### config.mk
export PLATFORM = sky130hd
export DESIGN_NAME = c4_move_engine
export DESIGN_NICKNAME = d
export VERILOG_FILES = /design/src/rtl/c4_pkg.sv /design/src/rtl/c4_debounce.sv /design/src/rtl/c4_move_engine.sv
export SDC_FILE = /design/constraint.sdc
export NUM_CORES = 1
export LEC_CHECK = 0
export ABC_AREA = 1
export BUFFER_PORTS_ARGS = -buffer_cell sky130_fd_sc_hd__buf_4
export CAP_MARGIN = 20
export CORE_MARGIN = 10
export CORE_UTILIZATION = 56
export CTS_BUF_LIST = sky130_fd_sc_hd__clkbuf_4
export CTS_CLUSTER_SIZE = 14
export DETAILED_ROUTE_END_ITERATION = 12
export GPL_TIMING_DRIVEN = 0
export PLACE_DENSITY = 0.8
export RECOVER_POWER = 100
export SLEW_MARGIN = 10
export SYNTH_ARGS = -nofsm -noshare
export SYNTH_HDL_FRONTEND = slang
export SYNTH_SLANG_ARGS = --single-unit
### constraint.sdc
create_clock -name clk_in -period 2 [get_ports clk_in]
set_input_delay 0.2 -clock clk_in [delete_from_list [all_inputs] [get_ports clk_in]]
set_output_delay 0.2 -clock clk_in [all_outputs]
set_load 0.02 [all_outputs]
### src/rtl/c4_pkg.sv
// Shared constants, FSM state type and colour helper for the connect-four controller.
package c4_pkg;

  localparam logic [23:0] C_OFF = 24'h000000;
  localparam logic [23:0] C_RED = 24'hFF0000;
  localparam logic [23:0] C_YEL = 24'hFFFF00;

  localparam int BOARD_COLS  = 6;
  localparam int BOARD_ROWS  = 6;
  localparam int MATRIX_LEDS = 64;

  localparam logic [6:0] IND_LED = 7'd63;

  typedef enum logic [2:0] {
    CLEAR,
    IND,
    IDLE,
    DROP,
    OVER
  } state_e;

  function automatic logic [23:0] player_color(input logic p);
    return p ? C_YEL : C_RED;
  endfunction

endpackage

### src/rtl/c4_debounce.sv
// Button conditioner: 2-FF synchroniser, symmetric stability counter, and a
// one-cycle pulse on each accepted press (debounced high-to-low transition).
module c4_debounce #(
  parameter int DEBOUNCE_CYCLES = 50000
) (
  input  logic clk_in,
  input  logic rst,
  input  logic btn_n_i,
  output logic press_o
);

  localparam int CNT_W = $clog2(DEBOUNCE_CYCLES + 1);

  logic [1:0]       sync_q;
  logic             stable_q;
  logic [CNT_W-1:0] cnt_q;
  logic             press_q;

  always_ff @(posedge clk_in) begin
    if (rst) begin
      sync_q   <= 2'b11;
      stable_q <= 1'b1;
      cnt_q    <= '0;
      press_q  <= 1'b0;
    end else begin
      sync_q  <= {sync_q[0], btn_n_i};
      press_q <= 1'b0;
      // The count only advances while the synced level disagrees with the
      // accepted level, so any bounce back restarts it from zero.
      if (sync_q[1] == stable_q) begin
        cnt_q <= '0;
      end else if (cnt_q == CNT_W'(DEBOUNCE_CYCLES - 1)) begin
        stable_q <= sync_q[1];
        cnt_q    <= '0;
        press_q  <= ~sync_q[1];
      end else begin
        cnt_q <= cnt_q + 1'b1;
      end
    end
  end

  assign press_o = press_q;

endmodule

### src/rtl/c4_move_engine.sv
// Connect-four move engine: clears the matrix, alternates players, drops pieces
// into columns and drives single-cycle framebuffer writes upstream of the LED core.
module c4_move_engine
  import c4_pkg::*;
#(
  parameter int DEBOUNCE_CYCLES = 50000,
  parameter int NUM_COLS        = BOARD_COLS,
  parameter int NUM_ROWS        = BOARD_ROWS,
  parameter int NUM_LEDS        = MATRIX_LEDS
) (
  input  logic                clk_in,
  input  logic                rst,
  input  logic [NUM_COLS-1:0] buttons,
  output logic [6:0]          led_num,
  output logic [23:0]         color,
  output logic                write,
  output logic                player,
  output logic                game_over,
  output logic [5:0]          moves
);

  localparam logic [5:0] TOTAL_CELLS = 6'(NUM_COLS * NUM_ROWS);

  logic [NUM_COLS-1:0] press;
  logic                sel_valid;
  logic [2:0]          sel_col;
  logic [6:0]          drop_led;

  state_e      state_q;
  logic [6:0]  clr_q;
  logic [2:0]  col_q;
  logic [2:0]  height_q [NUM_COLS];
  logic        write_q;
  logic [6:0]  led_q;
  logic [23:0] color_q;
  logic        player_q;
  logic        over_q;
  logic [5:0]  moves_q;

  generate
    for (genvar gi = 0; gi < NUM_COLS; gi++) begin : g_btn
      c4_debounce #(
        .DEBOUNCE_CYCLES(DEBOUNCE_CYCLES)
      ) u_debounce (
        .clk_in (clk_in),
        .rst    (rst),
        .btn_n_i(buttons[gi]),
        .press_o(press[gi])
      );
    end
  endgenerate

  // Scan downwards so the lowest pressed column is the one left selected.
  always_comb begin
    sel_valid = 1'b0;
    sel_col   = '0;
    for (int i = NUM_COLS - 1; i >= 0; i--) begin
      if (press[i]) begin
        sel_valid = 1'b1;
        sel_col   = 3'(i);
      end
    end
  end

  // Row 0 of the board maps to matrix row 7 (bottom); all terms stay within 7 bits.
  assign drop_led = (7'd7 - {4'd0, height_q[col_q]}) * 7'd8 + {4'd0, col_q};

  always_ff @(posedge clk_in) begin
    if (rst) begin
      state_q  <= CLEAR;
      clr_q    <= '0;
      col_q    <= '0;
      write_q  <= 1'b0;
      led_q    <= '0;
      color_q  <= C_OFF;
      player_q <= 1'b0;
      over_q   <= 1'b0;
      moves_q  <= '0;
      for (int i = 0; i < NUM_COLS; i++) height_q[i] <= '0;
    end else begin
      case (state_q)
        CLEAR: begin
          write_q <= 1'b1;
          led_q   <= clr_q;
          color_q <= C_OFF;
          clr_q   <= clr_q + 7'd1;
          if (clr_q == 7'(NUM_LEDS - 1)) state_q <= IND;
        end
        IND: begin
          write_q <= 1'b1;
          led_q   <= IND_LED;
          color_q <= player_color(player_q);
          if (moves_q == TOTAL_CELLS) begin
            over_q  <= 1'b1;
            state_q <= OVER;
          end else begin
            state_q <= IDLE;
          end
        end
        IDLE: begin
          write_q <= 1'b0;
          if (sel_valid && height_q[sel_col] != 3'(NUM_ROWS)) begin
            col_q   <= sel_col;
            state_q <= DROP;
          end
        end
        DROP: begin
          write_q          <= 1'b1;
          led_q            <= drop_led;
          color_q          <= player_color(player_q);
          height_q[col_q]  <= height_q[col_q] + 3'd1;
          moves_q          <= moves_q + 6'd1;
          player_q         <= ~player_q;
          state_q          <= IND;
        end
        OVER: begin
          write_q <= 1'b0;
          over_q  <= 1'b1;
        end
        default: state_q <= CLEAR;
      endcase
    end
  end

  assign led_num   = led_q;
  assign color     = color_q;
  assign write     = write_q;
  assign player    = player_q;
  assign game_over = over_q;
  assign moves     = moves_q;

endmodule

* Word-level counts from Yosys, hierarchy flattened
Memories as Yosys holds them, arrays and structs flattened. A register that Yosys moved wholly into a read port is not among the register bits.
Cells that the tools add are included.
** Storage, ports and cells
- Bits in writable memories :: 18
- Word-level logic and storage cells :: 150
- Input bits :: 8
- Register bits after elaboration :: 173
- Memories :: 1
- Output and inout bits :: 40
** Operators by class
- Bitwise gates (word level) :: 20
- Mux-type cells :: 32
- Reduce and logical (&&, ||, !) cells :: 31
- $add $sub $neg :: 11
- Eq/ne operators :: 22
** Memories
- height_q :: words 6, bits a word 3, rd ports 2, clocked after memory_dff 1, write ports 6, line c4_move_engine.sv:32 : logic [2:0] height_q [NUM_COLS];
** Operators by type and width (count)
- 16-bit by 1-bit adder with 16-bit output, second input constant :: 6
- 16-bit equality test, second input constant :: 6
- 24-bit one-hot mux with 2 select lines :: 1
- 3-bit OR reduction :: 14
- 3-bit two-way mux :: 13
- 7-bit one-hot mux with 3 select lines :: 1
- 1-bit NOT :: 20
- 16-bit two-way mux :: 1
- 2-bit AND reduction :: 8
- 3-bit one-hot mux with 5 select lines :: 1
- 1-bit two-way mux :: 13
- 7-bit by 1-bit adder with 7-bit output, second input constant :: 1
- 7-bit by 3-bit adder with 7-bit output :: 1
- 7-bit by 6-bit equality test with 1-bit output, second input constant :: 1
- 6-bit by 1-bit adder with 6-bit output, second input constant :: 1
- 1-bit equality test :: 6
- 3-bit by 2-bit equality test with 1-bit output, second input constant :: 2
- 6-bit equality test, second input constant :: 1
- 2-bit inequality test, second input constant :: 3
- 2-bit nonzero test :: 3
- 1-bit one-hot mux with 2 select lines :: 2
- 2-bit OR reduction :: 2
- 3-bit by 3-bit subtractor with 4-bit output, first input constant :: 1
- 3-bit by 1-bit adder with 3-bit output, second input constant :: 1
- 7 further kinds :: 7

* Depth between registers and ports, before layout
An unclocked memory read counts as a cell.
- Depth in word-level cells :: 12
- Gate-level depth with buffers :: 14
- Gate-level depth less buffers :: 14

* Hierarchy
A second synthesis with hierarchy kept.
** Second synthesis, totals
- Cell total of the unflattened synthesis :: 1160
- Area, all modules :: 8790.9 µm²
** Modules (own cells, without submodules)
- c4_debounce :: seq. area each 400.4 µm², area an instance 983.4 µm², instances 6, cells each 133
- c4_move_engine :: seq. area each 1401.3 µm², area an instance 2890.3 µm², instances 1, cells each 362

* Worst setup path before layout
Ideal clock, no wire load.
- Path type :: register to register
- From :: register with a tool-made name
- To :: memory height_q[0][1] (data pin)
- Required time :: 1.746 ns
- Stages on the path, launching flop included :: 11
- Library setup time :: 0.254 ns
- Period minus slack after synthesis :: 1.801 ns
- Buffers on the path :: 1
- Arrival time :: 1.547 ns
- Slack :: 0.199 ns
- Cell sequence :: dfxtp_1 buf_2 o21ai_0 o21ai_1 nor2_1 a31oi_2 ha_1 inv_1 nor2_2 inv_1 nor2_1
** RTL lines (line)
- end, declared :: c4_move_engine.sv:32

==> impl_results.md <==
* Global-route wire length before repair at around 28,000 um
* Initial antenna violation count at 0
* Clk sink count at 178
* End of the worst register-to-register path: height_q[6][2]
* Clock buffer depth at 2
* RSZ-0062 raised after global routing: no
* Outcome: completed
* Max-slew violations at 0
* Via-per-instance ratio at between 5 and 6
* Gpl congestion at 0.831
* Hold Fails Final Rpt at 0
* Total Routing Usage GR at 0.164
* Achievable Freq at roughly 510 MHz
* Critical path arrival at about 2.3 ns
* Clk Tree Root Cell: clkbuf_4
* Hold_sp: rst
* H-tree depth reported by CTS at 4
* Final worst path period need at between 1.5 and 2 ns
* Synth warn at 0
* Pwr Total at between 0.006 and 0.007 W
* Startpoint Class: flip-flop
* Via count at between 6,000 and 7,000
* Post-synth EDFFs at 24
* CTS clk-pin slew, worst paths at about 0.15 ns
* Hold EP: g_btn[2].u_debounce.press_o
* Initial DRC Count at between 400 and 500
* Core area at between 10,000 and 15,000 sq um
* Nets at about 1,100
* DRC viols at 0
* Die Y at between 100 and 150 um
* Max Cap Viol at 0
* Detail Route Antenna Nets at 0
* FILL cells at around 1,200
* Boundary pin count at 48
* Syn Area/Cell at slightly below 8 sq um
* Drt total wl at 16,100 um
* Clk_lat worst skew at between 0.5 and 0.6 ns
* Hold_ws at about 0.27 ns
* Worst Path Required at 2.34 ns
* Site Rows at 43
* R2R cell count at 8
* Fraction of the cycle the final worst path needs at 0.974
* # setup viols final at 0
* Top_reg_cell synth: dfxtp_1
* Synthesized instance count at roughly 1,000
* Die ar. at between 15,000 and 20,000 sq um
* Final setup margin at 0.0523 ns
* HP Class: in -> reg
* CTS tree: done
* Synthesized cell area at about 8000 sq um
* Static power due to leakage at roughly 3.4 nW
* Crit path kind: reg -> reg
* Hold path cells at 4
* Largest net degree at the start of global routing at 18
* Number of distinct library cells after synthesis at 47
* Area grow syn2layout at 10.3%
* DIE WIDTH at 141 um
* Final HPWL DP at between 10,000 and 15,000 um
* Peak VDD IR at roughly 0.64 mV
* CP Max Fanout at 10
* Num CTS Buffers at 17
* Overflow after GRT at 0
* Setup Slack @ Placement at -0.124 ns
* Worst-case clock skew at ~0.024 ns
* Least-Margin Pin Slew at around 0.63 ns
* Crit end category: flip-flop
* Drt pass-1 iters at 6
* Slew Limit Headroom at 0.582
* Initial Util at 0.579
* Seq/Total Area, Yosys at 0.468
* Power Density at just under 700 nW/um^2
* R2R setup slack at 0.05 ns
* Avg WL per Cell at ~12 um
* Vias in the first global route at 6,155
* Port Buf Inserts at 38
* Post-synthesis register bit count at 178
* Layout cells sized above 1 at 0.136
* Synth async-reset ratio at 0
[sequential cells by signal, indices dropped and copies added, names as in the netlist, 3 cells and up, named ones only]
register,count
g_btn.u_debounce.cnt_q,96
height_q,24
g_btn.u_debounce.sync_q,12
clr_q,7
led_num,7
g_btn.u_debounce.press_o,6
g_btn.u_debounce.stable_q,6
moves,6
col_q,3
state_q,3
[synth_stat cells (4+ instances only)]
master	count	area [sq um]
or2_2	18	113
dfxtp_1	154	3080
buf_2	9	45.0
a31oi_1	7	43.8
xor2_1	19	166
inv_2	11	41.3
o21a_1	5	37.5
nor3_2	5	50.1
nand4_1	22	138
nor2_2	19	119
nand3_1	56	280
ha_1	10	125
o211ai_1	4	30.0
o21ai_0	36	180
nand2_2	6	37.5
inv_1	139	522
nor4_1	6	37.5
nand2_1	150	563
nor2_1	124	465
nor3b_1	17	128
o21bai_1	5	37.5
o21ai_1	4	20.0
buf_4	24	180
nor3_1	51	255
a21oi_1	62	310
xnor2_1	4	35.0
edfxtp_1	24	721
[report_power, final]
part           internal, W  switching, W
clock             0.000651       0.00132
sequential         0.00368     0.0000420
combinational     0.000124      0.000214
total              0.00445       0.00158
[layout by cell type (no fill, tap or decap), types with 8 or more instances in the layout]
cell / synthesis / routed
a21oi_1: 62 / 61
buf_4: 24 / 28
clkbuf_1: 3 / 23
clkbuf_4: 0 / 36
conb_1: 1 / 8
dfxtp_1: 154 / 152
edfxtp_1: 24 / 24
ha_1: 10 / 9
inv_1: 139 / 141
inv_2: 11 / 8
nand2_1: 150 / 155
nand3_1: 56 / 55
nand4_1: 22 / 22
nor2_1: 124 / 129
nor2_2: 19 / 13
nor3_1: 51 / 54
nor3b_1: 17 / 17
o21ai_0: 36 / 34
or2_2: 18 / 18
xor2_1: 19 / 19
[metal layers]
metal | share of wire | track usage
met3 | 0.047 | 0.0527
met1 | 0.47 | 0.206
met2 | 0.47 | 0.264
met4 | 0.0093 | 0.0424
met5 | 0 | 0
[per-stage QoR]
step / util / cells / TNS (ns) / area, sq um
2_1_floorplan: - / 1038 / 0 / 8160
3_3_place_gp: 0.617 / 1256 / -0.736 / 8670
3_5_place_dp: 0.617 / 1256 / -0.804 / 8670
4_1_cts: 0.643 / 1294 / 0 / 9020
5_1_grt: 0.639 / 1297 / 0 / 8970
6_report: 0.639 / 1298 / 0 / 8970
[area by class of cell]
cell class | count | area (sq um) | area share
Antenna cell | 1 | 2.50 | 0.000279
Buffer | 38 | 263 | 0.0293
Clock buffer | 17 | 128 | 0.0142
Clock inverter | 15 | 141 | 0.0158
Inverter | 150 | 563 | 0.0627
Multi-Input combinational cell | 671 | 3540 | 0.394
Sequential cell | 178 | 3810 | 0.424
Tap cell | 180 | 225 | 0.0251
Timing Repair Buffer | 48 | 304 | 0.0339
[worst max-delay path: stages, from the launching register on]
cell and delay [ns]:
dfxtp_4 0.40, buf_6 0.14, o21ai_0 0.18, o22ai_1 0.12, o21a_2 0.25, ha_4 0.17, or2_1 0.26, nand3_4 0.11
inv_1 0.09
[kinds of logic (layout without fill, tap and decap cells)]
family,count (synthesis),count (layout),synth area share
AO/OA/AOI/OAI,128,128,0.0861
other,1,9,0.000461
adder cells (fa/ha/maj),10,10,0.0154
buffers and inverters,189,268,0.102
flip-flops,178,178,0.468
AND/OR/NAND/NOR,500,500,0.302
multiplexers,2,2,0.00246
XOR/XNOR,23,23,0.0248
[how the worst max path moves through the flow]
stage | start | to | slack [ns]
floorplan | flip-flop | height_q[0][1] | 0.20
global placement | flip-flop | height_q[3][1] | -0.12
detailed placement | flip-flop | height_q[1][1] | -0.12
CTS | flip-flop | height_q[0][1] | 0.002
global route | flip-flop | height_q[6][2] | 0.003
finish | flip-flop | height_q[6][2] | 0.05
[repair_timing]
item | 4_1_cts | 5_1_grt
setup endpoints to repair | 12 | 63
pin swaps | 0 | 2
gates cloned | 0 | 0
hold buffers | 6 | 0
endpoints found under the hold margin | 6 | 0
gates resized for setup | 7 | 17
setup buffers | 0 | 4
No activity file was read; power rests on OpenSTA's default activity.
